<file path="config.mk">
export PLATFORM = sky130hd
export DESIGN_NAME = uart_tx_fifo
export DESIGN_NICKNAME = d
export VERILOG_FILES = /design/src/rtl/uart_tx_fifo.sv
export SDC_FILE = /design/constraint.sdc
export NUM_CORES = 1
export LEC_CHECK = 0
export CAP_MARGIN = 20
export CORE_ASPECT_RATIO = 2
export CORE_MARGIN = 3
export CORE_UTILIZATION = 55
export DETAILED_ROUTE_END_ITERATION = 6
export GPL_TIMING_DRIVEN = 0
export PLACE_DENSITY_LB_ADDON = 0.12
export SKIP_CTS_REPAIR_TIMING = 1
export SLEW_MARGIN = 30
export SYNTH_ARGS = -nofsm -noshare
export SYNTH_HDL_FRONTEND = slang
export SYNTH_SLANG_ARGS = --single-unit
</file>
<file path="constraint.sdc">
create_clock -name Clk -period 3.5 [get_ports Clk]
set_input_delay 0.7 -clock Clk [delete_from_list [all_inputs] [get_ports Clk]]
set_output_delay 0.7 -clock Clk [all_outputs]
set_load 0.05 [all_outputs]
</file>
<file path="src/rtl/uart_tx_fifo.sv">
`default_nettype none
// ============================================================================
//  Module      : uart_tx_fifo
//  Description : Buffered UART transmitter. Bytes written through wr_en /
//                wr_data are queued in an internal FIFO and serialized on
//                Rs232_Tx as 8N1 frames (start, 8 data bits LSB first, stop).
//                Defining UART_TX_PARITY_EN inserts an even-parity bit after
//                the data bits (8E1 frames).
//  Ports       : Clk        - system clock, rising edge
//                Rst        - asynchronous reset, active high
//                baud_set   - 0:9600 1:19200 2:38400 3:57600 4:115200,
//                             5-7:9600; sampled once per frame at load
//                wr_en      - push wr_data (ignored while full)
//                wr_data    - byte to transmit
//                full/empty - FIFO occupancy flags
//                fifo_count - bytes queued, excluding the byte on the line
//                Rs232_Tx   - registered serial output, idle high
//                Tx_Done    - one-cycle pulse on the last clock of stop bit
//                busy       - high from frame load to end of stop bit
//  Revision    : 1.0 - initial release
// ============================================================================
module uart_tx_fifo #(
    parameter int CLK_FREQ   = 50_000_000,
    parameter int FIFO_DEPTH = 16,
    parameter int ADDR_W     = 4
) (
    input  logic              Clk,
    input  logic              Rst,
    input  logic [2:0]        baud_set,
    input  logic              wr_en,
    input  logic [7:0]        wr_data,
    output logic              full,
    output logic              empty,
    output logic [ADDR_W:0]   fifo_count,
    output logic              Rs232_Tx,
    output logic              Tx_Done,
    output logic              busy
);

    // Bit periods in clocks (integer truncation of CLK_FREQ/baud).
    localparam int c_div_9600   = CLK_FREQ / 9600;
    localparam int c_div_19200  = CLK_FREQ / 19200;
    localparam int c_div_38400  = CLK_FREQ / 38400;
    localparam int c_div_57600  = CLK_FREQ / 57600;
    localparam int c_div_115200 = CLK_FREQ / 115200;
    // The slowest rate has the largest divisor and sizes the counters.
    localparam int c_cnt_w      = $clog2(c_div_9600 + 1);
    localparam logic [ADDR_W:0] c_depth = (ADDR_W + 1)'(FIFO_DEPTH);

    typedef enum logic [2:0] {
        S_IDLE   = 3'd0,
        S_LOAD   = 3'd1,
        S_START  = 3'd2,
        S_DATA   = 3'd3,
        S_PARITY = 3'd4,
        S_STOP   = 3'd5
    } state_t;

    state_t               r_state;
    state_t               w_state_next;

    logic [7:0]           r_mem [FIFO_DEPTH];
    logic [ADDR_W-1:0]    r_wr_ptr;
    logic [ADDR_W-1:0]    r_rd_ptr;
    logic [ADDR_W:0]      r_count;

    logic [7:0]           r_shift;
    logic [7:0]           w_shift_next;
    logic [2:0]           r_bit_idx;
    logic [c_cnt_w-1:0]   r_baud_cnt;
    logic [c_cnt_w-1:0]   r_div;
    logic [c_cnt_w-1:0]   w_div_sel;
    logic                 r_tx;
    logic                 w_tx_next;
    logic                 w_bit_end;
    logic                 w_push;
    logic                 w_pop;
`ifdef UART_TX_PARITY_EN
    logic                 r_parity;
`endif

    // ------------------------------------------------------------------
    // FIFO
    // ------------------------------------------------------------------
    assign full       = (r_count == c_depth);
    assign empty      = (r_count == '0);
    assign fifo_count = r_count;
    // A write while full is dropped even if a pop happens in the same cycle.
    assign w_push     = wr_en && !full;

    always_ff @(posedge Clk or posedge Rst) begin
        if (Rst) begin
            r_wr_ptr <= '0;
            r_rd_ptr <= '0;
            r_count  <= '0;
        end else begin
            if (w_push) begin
                r_wr_ptr <= r_wr_ptr + 1'b1;
            end
            if (w_pop) begin
                r_rd_ptr <= r_rd_ptr + 1'b1;
            end
            case ({w_push, w_pop})
                2'b10:   r_count <= r_count + 1'b1;
                2'b01:   r_count <= r_count - 1'b1;
                default: r_count <= r_count;
            endcase
        end
    end

    // Storage carries no reset; only the pointers define its contents.
    always_ff @(posedge Clk) begin
        if (w_push) begin
            r_mem[r_wr_ptr] <= wr_data;
        end
    end

    // ------------------------------------------------------------------
    // Baud divisor selection
    // ------------------------------------------------------------------
    always_comb begin
        w_div_sel = c_cnt_w'(c_div_9600);
        case (baud_set)
            3'd1:    w_div_sel = c_cnt_w'(c_div_19200);
            3'd2:    w_div_sel = c_cnt_w'(c_div_38400);
            3'd3:    w_div_sel = c_cnt_w'(c_div_57600);
            3'd4:    w_div_sel = c_cnt_w'(c_div_115200);
            default: w_div_sel = c_cnt_w'(c_div_9600);
        endcase
    end

    assign w_bit_end = (r_baud_cnt == (r_div - 1'b1));

    // ------------------------------------------------------------------
    // Transmit FSM
    // ------------------------------------------------------------------
    always_ff @(posedge Clk or posedge Rst) begin
        if (Rst) begin
            r_state <= S_IDLE;
        end else begin
            r_state <= w_state_next;
        end
    end

    always_comb begin
        w_state_next = r_state;
        w_shift_next = r_shift;
        w_pop        = 1'b0;
        Tx_Done      = 1'b0;
        case (r_state)
            S_IDLE: begin
                // Looking at the incoming push as well lets a write into an
                // idle, empty FIFO reach LOAD on the very next cycle.
                if (!empty || w_push) begin
                    w_state_next = S_LOAD;
                end
            end
            S_LOAD: begin
                w_pop        = 1'b1;
                w_shift_next = r_mem[r_rd_ptr];
                w_state_next = S_START;
            end
            S_START: begin
                if (w_bit_end) begin
                    w_state_next = S_DATA;
                end
            end
            S_DATA: begin
                if (w_bit_end) begin
                    w_shift_next = {1'b0, r_shift[7:1]};
                    if (r_bit_idx == 3'd7) begin
`ifdef UART_TX_PARITY_EN
                        w_state_next = S_PARITY;
`else
                        w_state_next = S_STOP;
`endif
                    end
                end
            end
`ifdef UART_TX_PARITY_EN
            S_PARITY: begin
                if (w_bit_end) begin
                    w_state_next = S_STOP;
                end
            end
`endif
            S_STOP: begin
                if (w_bit_end) begin
                    Tx_Done      = 1'b1;
                    w_state_next = empty ? S_IDLE : S_LOAD;
                end
            end
            default: w_state_next = S_IDLE;
        endcase

        // The line register is loaded with the level of the state being
        // entered, so Rs232_Tx changes exactly on bit boundaries.
        case (w_state_next)
            S_START:  w_tx_next = 1'b0;
            S_DATA:   w_tx_next = w_shift_next[0];
`ifdef UART_TX_PARITY_EN
            S_PARITY: w_tx_next = r_parity;
`endif
            default:  w_tx_next = 1'b1;
        endcase
    end

    // ------------------------------------------------------------------
    // Datapath: line register, shifter, bit timing
    // ------------------------------------------------------------------
    always_ff @(posedge Clk or posedge Rst) begin
        if (Rst) begin
            r_tx       <= 1'b1;
            r_shift    <= '0;
            r_bit_idx  <= '0;
            r_baud_cnt <= '0;
            r_div      <= c_cnt_w'(c_div_9600);
`ifdef UART_TX_PARITY_EN
            r_parity   <= 1'b0;
`endif
        end else begin
            r_tx    <= w_tx_next;
            r_shift <= w_shift_next;
            if (r_state == S_LOAD) begin
                // Divisor is frozen for the whole frame.
                r_div      <= w_div_sel;
                r_baud_cnt <= '0;
                r_bit_idx  <= '0;
`ifdef UART_TX_PARITY_EN
                r_parity   <= ^r_mem[r_rd_ptr];
`endif
            end else if (r_state != S_IDLE) begin
                if (w_bit_end) begin
                    r_baud_cnt <= '0;
                    if (r_state == S_DATA) begin
                        r_bit_idx <= r_bit_idx + 1'b1;
                    end
                end else begin
                    r_baud_cnt <= r_baud_cnt + 1'b1;
                end
            end
        end
    end

    assign Rs232_Tx = r_tx;
    assign busy     = (r_state != S_IDLE);

endmodule
`default_nettype wire
</file>
=== Yosys cells after proc, flatten, opt, wreduce, memory -nomap -nowiden ===
Memory sizes are Yosys's and may differ from the RTL's.
Index checks and enable logic that the tools add are counted.
W data, S select, Z words.

* Multiplexer cells: 24
* Bitwise gates (word level): 0
* Div/mod/pow operators: 0
* Reductions and logical operators: 13
* Order comparisons: 0
* Add/subtract/negate cells: 7
* Multipliers: 0
* Shift operators: 0
* Eq/ne operators: 16

{| class="wikitable"
|+ Operators by type and width
! cell !! count
|-
| $pmux W13 S4 || 1
|-
| $mux W13 || 3
|-
| $mux W3 || 9
|-
| $eq A3 B2 Y1 const B || 6
|-
| $pmux W8 S2 || 1
|-
| $pmux W3 S5 || 1
|-
| $add A13 B1 Y13 const B || 1
|-
| $eq A13 B13 Y1 || 1
|-
| $sub A13 B1 Y13 const B || 1
|-
| $pmux W5 S2 || 1
|-
| $eq A3 B3 Y1 const B || 3
|-
| $add A4 B1 Y4 const B || 2
|-
| $mux W8 || 1
|-
| $reduce_bool A2 Y1 || 4
|-
| $eq A3 B1 Y1 const B || 2
|-
| $mux W1 || 6
|-
| $add A5 B1 Y5 const B || 1
|-
| $eq A5 B5 Y1 const B || 1
|-
| $logic_not A5 Y1 || 1
|-
| $sub A5 B1 Y5 const B || 1
|-
| $add A3 B1 Y3 const B || 1
|-
| $logic_not A3 Y1 || 1
|-
| $reduce_and A3 Y1 || 1
|-
| $reduce_bool A3 Y1 || 1
|-
| 8 further kinds || 9
|}

* Output and inout bits: 10
* RAM bits: 128
* Word-level logic and storage cells: 71
* Register bits: 54
* Input port bits: 14
* Memory bits (read-only): 0
* Memories: 1
* Bits in latches: 0

{| class="wikitable"
|+ Memories
! name !! depth !! width !! read ports !! clocked after Yosys merged registers in !! wr ports !! line !! RTL
|-
| r_mem || 16 || 8 || 1 || 0 || 1 || 62 || <nowiki>logic [7:0] r_mem [FIFO_DEPTH];</nowiki>
|}

=== Longest topological paths before layout ===
* Word-level depth: 8
* Gate-level depth with buffers: 14
* Depth with buffers taken out: 13

=== Least setup slack after synthesis ===
No wires, ideal clock.

* Path kind: reg-to-output
* Start point: register r_div[1]
* End point: output port Tx_Done
* Arrival time: 2581 ps
* Path buffers: 0
* Cell stages (with the launch flop): 7
* Setup slack: 219 ps
* Cells stage by stage: dfrtp_1 or4_4 or4_4 a21oi_2 nor2_1 nor3_1 and3_1

* Cells in the longest elaborated chain, start to end: 4

{| class="wikitable"
|+ RTL lines
! what !! line !! RTL
|-
| start, declared || 71 || <nowiki>logic [c_cnt_w-1:0] r_div;</nowiki>
|-
| start signal, assigned || 217 || <nowiki>r_div <= c_cnt_w'(c_div_9600);</nowiki>
|-
| start signal, assigned || 226 || <nowiki>r_div <= w_div_sel;</nowiki>
|-
| $sub A13 B1 Y13 || 132 || <nowiki>assign w_bit_end = (r_baud_cnt == (r_div - 1'b1));</nowiki>
|-
| $eq A13 B13 Y1 || 132 ||
|-
| $mux W1 || 188 || <nowiki>if (w_bit_end) begin</nowiki>
|-
| $mux W1 || 150 || <nowiki>case (r_state)</nowiki>
|-
| end, declared || 36 || <nowiki>output logic Tx_Done,</nowiki>
|}

Every way passes these cells.

=== Worst setup path in the final report ===
Same ends and word-level chain as after synthesis.

==> results_tabular.tex <==
\begin{tabular}{lr}
\hline
Metric & Value \\
\hline
\multicolumn{2}{l}{\textbf{Run status}} \\
\quad Result of the run & finished with violations \\
\quad Violations in the final reports & negative setup slack \\
\multicolumn{2}{l}{\textbf{Clock tree}} \\
\quad CTS tree & done \\
\quad Clock slew seen by the registers of the worst setup and hold paths & 0.07 ns \\
\quad Clk sink count & 181 \\
\quad Skew-Pair Late Insertion Delay & 0.42 ns \\
\quad Number of buffers created by CTS & 17 \\
\quad Maximum count of clock buffers along a single path & 2 \\
\quad CTS root buf & clkbuf\_16 \\
\quad Clock H-tree levels & 4 \\
\multicolumn{2}{l}{\textbf{Global routing}} \\
\quad Most heavily used metal layer in global routing & met2 \\
\quad First-pass GRT wire length & 25.4 mm \\
\quad Total global routing track utilization & 21.8\% \\
\quad Grt ovf & 0 \\
\quad Number of global-route vias before repair & 4684 \\
\quad Met3 Resource Use GR & 3.69\% \\
\quad Pin count of the biggest net entering global routing & 52 \\
\quad Number of antenna violations at the first check in global routing & 0 \\
\quad Met2 track demand over resource & 43.2\% \\
\quad Met1 track utilization from global routing & 21.2\% \\
\multicolumn{2}{l}{\textbf{Yosys}} \\
\quad Synth Flop Type & edfxtp\_1 \\
\quad Post-Syn Area & 0.00791 mm2 \\
\quad Sequential share of the synthesized area & 65.4\% \\
\quad Number of different library cells in the post-synthesis netlist & 54 \\
\quad Warning count from the yosys run & 0 \\
\quad Share of the synthesized area in the top cell type & 48.6\% \\
\quad Most area-hungry cell type in the Yosys netlist & edfxtp\_1 \\
\quad Avg Cell Area, Syn & 15.0 um2 \\
\quad Synth Instances & 528 \\
\quad Synth top area cells & edfxtp\_1 49\%, dfrtp\_1 15\%, mux4\_2 11\% \\
\quad Number of enable flip-flop cells after synthesis & 128 \\
\quad Mapped Nets & 556 \\
\quad Async set-or-reset flop fraction in the synthesized netlist & 29.3\% \\
\quad Post-synthesis register bit count & 181 \\
\multicolumn{2}{l}{\textbf{Power and ir drop}} \\
\quad Combinational share of power & 16.6\% \\
\quad Net switching component of the power & 1550 uW \\
\quad PD cells & 597 mW/mm2 \\
\quad Sw Ratio & 28.6\% \\
\quad Portion of total power attributed to the clock network & 34.4\% \\
\quad Leakage dissipation & 0.00326 uW \\
\quad Sequential power share & 49.0\% \\
\quad Max VDD drop & 0.566 mV \\
\quad Internal power component & 3880 uW \\
\multicolumn{2}{l}{\textbf{Timing}} \\
\quad Final number of setup-violating endpoints & 1 \\
\quad Time the final worst path needs with I/O delays and setup & 3.62 ns \\
\quad Max-slew headroom & 39.2\% \\
\quad Final Hold Viols & 0 \\
\quad Setup repair after global routing missed its margin & yes \\
\quad Highest clock rate & 276 MHz \\
\quad Clk\_skew & 0.0116 ns \\
\quad Post-Route Setup TNS & -0.120 ns \\
\quad Tcrit/Tclk final & 103\% \\
\quad Max-slew violation total from the final report & 0 \\
\quad Slew at the pin closest to its max-slew limit & 0.908 ns \\
\quad Smallest setup slack after layout & -0.120 ns \\
\multicolumn{2}{l}{\textbf{Critical path}} \\
\quad Critical Path Sink Type & output pin \\
\quad Critical path data arrival time & 2.92 ns \\
\quad Worst setup path category & reg -> out \\
\quad Count of buffer and inverter cells on the critical path & 1 \\
\quad Cell depth of the worst flop-to-flop path & 10 \\
\quad Chain of cells forming the critical path & or4\_4, or4\_4, a21oi\_4, nor2\_1, nor3\_4, and3\_1, buf\_6 \\
\quad CP max FO & 5 \\
\quad Required time of the critical path & 2.80 ns \\
\quad Family with the most delay on the worst path & simple AND/OR/NAND/NOR gates \\
\quad Slowest cell on crit path & or4\_4 \\
\quad Worst reg2reg path startpoint & r\_baud\_cnt[8] \\
\quad Launching instance or port of the critical path & r\_div[1] \\
\quad Largest stage delay on the critical path & 0.58 ns \\
\quad Cell type with the highest occurrence count on the critical path & or4\_4 \\
\quad Crit path depth & 7 \\
\quad Nature of the critical path startpoint & register \\
\multicolumn{2}{l}{\textbf{Placed design}} \\
\quad Instance area after placement & 0.00842 mm2 \\
\quad Post-placement worst setup slack & -0.863 ns \\
\quad Half-perimeter wire length after placement & 11.8 mm \\
\quad Routability cong. & 0.920 \\
\quad Number of buffer cells added on primary ports & 22 \\
\multicolumn{2}{l}{\textbf{Cells and area}} \\
\quad Total non-filler cell area in the finished layout & 0.00910 mm2 \\
\quad Highest-count cells in the layout ignoring fill and taps & 128 x edfxtp\_1, 54 x nand2\_1, 46 x dfrtp\_1 \\
\quad Fraction of layout instances using a drive strength above 1 & 18.9\% \\
\quad ANT cells & 0 \\
\quad Layout net count & 599 \\
\quad Commonest non-fill, non-tap cell in the layout & edfxtp\_1 \\
\quad Layout Area Growth over Synthesis & 15.0\% \\
\multicolumn{2}{l}{\textbf{Detailed routing}} \\
\quad Wire length after detailed routing & 16.1 mm \\
\quad Via Count & 4384 \\
\quad Mean routed wirelength per cell & 20.8 um \\
\quad Number of DRC markers in iteration 0 & 260 \\
\quad Antenna violation net count after detailed routing & 0 \\
\quad Remaining design rule violation count & 0 \\
\quad Vias per Instance & 5.68 \\
\quad Total iterations of the first detailed-routing run & 4 \\
\multicolumn{2}{l}{\textbf{Floorplanning}} \\
\quad Number of primary I/O pins & 24 \\
\quad Overall die area & 0.0160 mm2 \\
\quad Number of standard-cell rows in the floorplan & 61 \\
\quad Initial core utilization & 56.7\% \\
\quad Overall die height & 176 um \\
\quad Die extent in x & 90.8 um \\
\quad CORE AREA & 0.0140 mm2 \\
\multicolumn{2}{l}{\textbf{Min path}} \\
\quad Worst min-delay path category & in -> async \\
\multicolumn{2}{l}{\textbf{Run}} \\
\quad Count of max-cap constraint violations & 0 \\
\hline
\end{tabular}
routing by layer:
metal / routed length [um] / vias to the layer above
li1: - / 2064
met1: 5240 / 2224
met2: 9780 / 64
met3: 342 / 32
met4: 707 / 0
met5: 0 / -
cells by family (layout without fill, tap and decap cells):
family,after synthesis,after routing,share of synthesized area [%]
flip-flops,181,181,65.4
AND/OR/NAND/NOR,160,160,9.94
AO/OA/AOI/OAI,46,46,3.79
multiplexers,44,44,11.9
buffers and inverters,43,98,2.21
XOR/XNOR,40,40,4.43
adder cells (fa/ha/maj),14,14,2.31
area by class of cell:
class / count / area, um2
multi-input combinational: 304 / 2640
fill: 1005 / 4870
clock inverter: 14 / 170
tap: 189 / 236
sequential: 181 / 5180
clock buffer: 17 / 425
inverter: 16 / 62.6
buffer: 26 / 119
timing repair buffer: 25 / 264
final timing paths:
check | to | slack [ns]
max reg2reg | Rs232_Tx | 0.19
max | Tx_Done | -0.12
min in group Clk | r_div[12] | 0.49
min reg2reg | r_div[12] | 0.49
min | fifo_count[2] | 0.49
max in group asynchronous | r_div[3] | 2.50
power groups by stage:
stage	Sequential [uW]	Combinational [uW]	Clock (uW)
after floorplan	2760	519	0
after global placement	2690	851	0
after detailed placement	2710	898	0
after CTS	2660	900	1900
after global routing	2690	991	1990
final	2660	902	1870
synth_stat cells (all sizes together), types with 2 or more instances:
library cell  number
o22ai              2
or3                2
nor2b              4
nor3b              3
inv               16
nor4               7
nor4b              3
xnor2             25
and2               5
ha                13
nand3             13
a21oi              7
nand2             54
xor2              15
mux4              40
a21o               4
clkbuf            16
nand4              2
and3               4
o21ai             21
nor3              14
nand2b             4
dfrtp             47
or4                2
a221o              2
edfxtp           128
dfstp              6
nor2              39
mux2i              4
buf               11
per-stage QoR:
step	power, uW	hold slack, ns	util (%)	std cells
after floorplan	3280	0.449	-	528
after global placement	3550	0.463	59.9	739
after global routing	5670	0.485	65.1	772
final	5430	0.488	65.1	772
after CTS	5470	0.478	64.6	771
after detailed placement	3600	0.473	60.3	740
flip-flops by register name (all words and copies together), names as in the netlist:
register	flops
r_baud_cnt	13
r_div	12
r_mem	128
r_wr_ptr	4
r_state	3
r_bit_idx	3
r_shift	8
Rs232_Tx	1
fifo_count	5
r_rd_ptr	4
No activity file was read; power rests on OpenSTA's default activity.
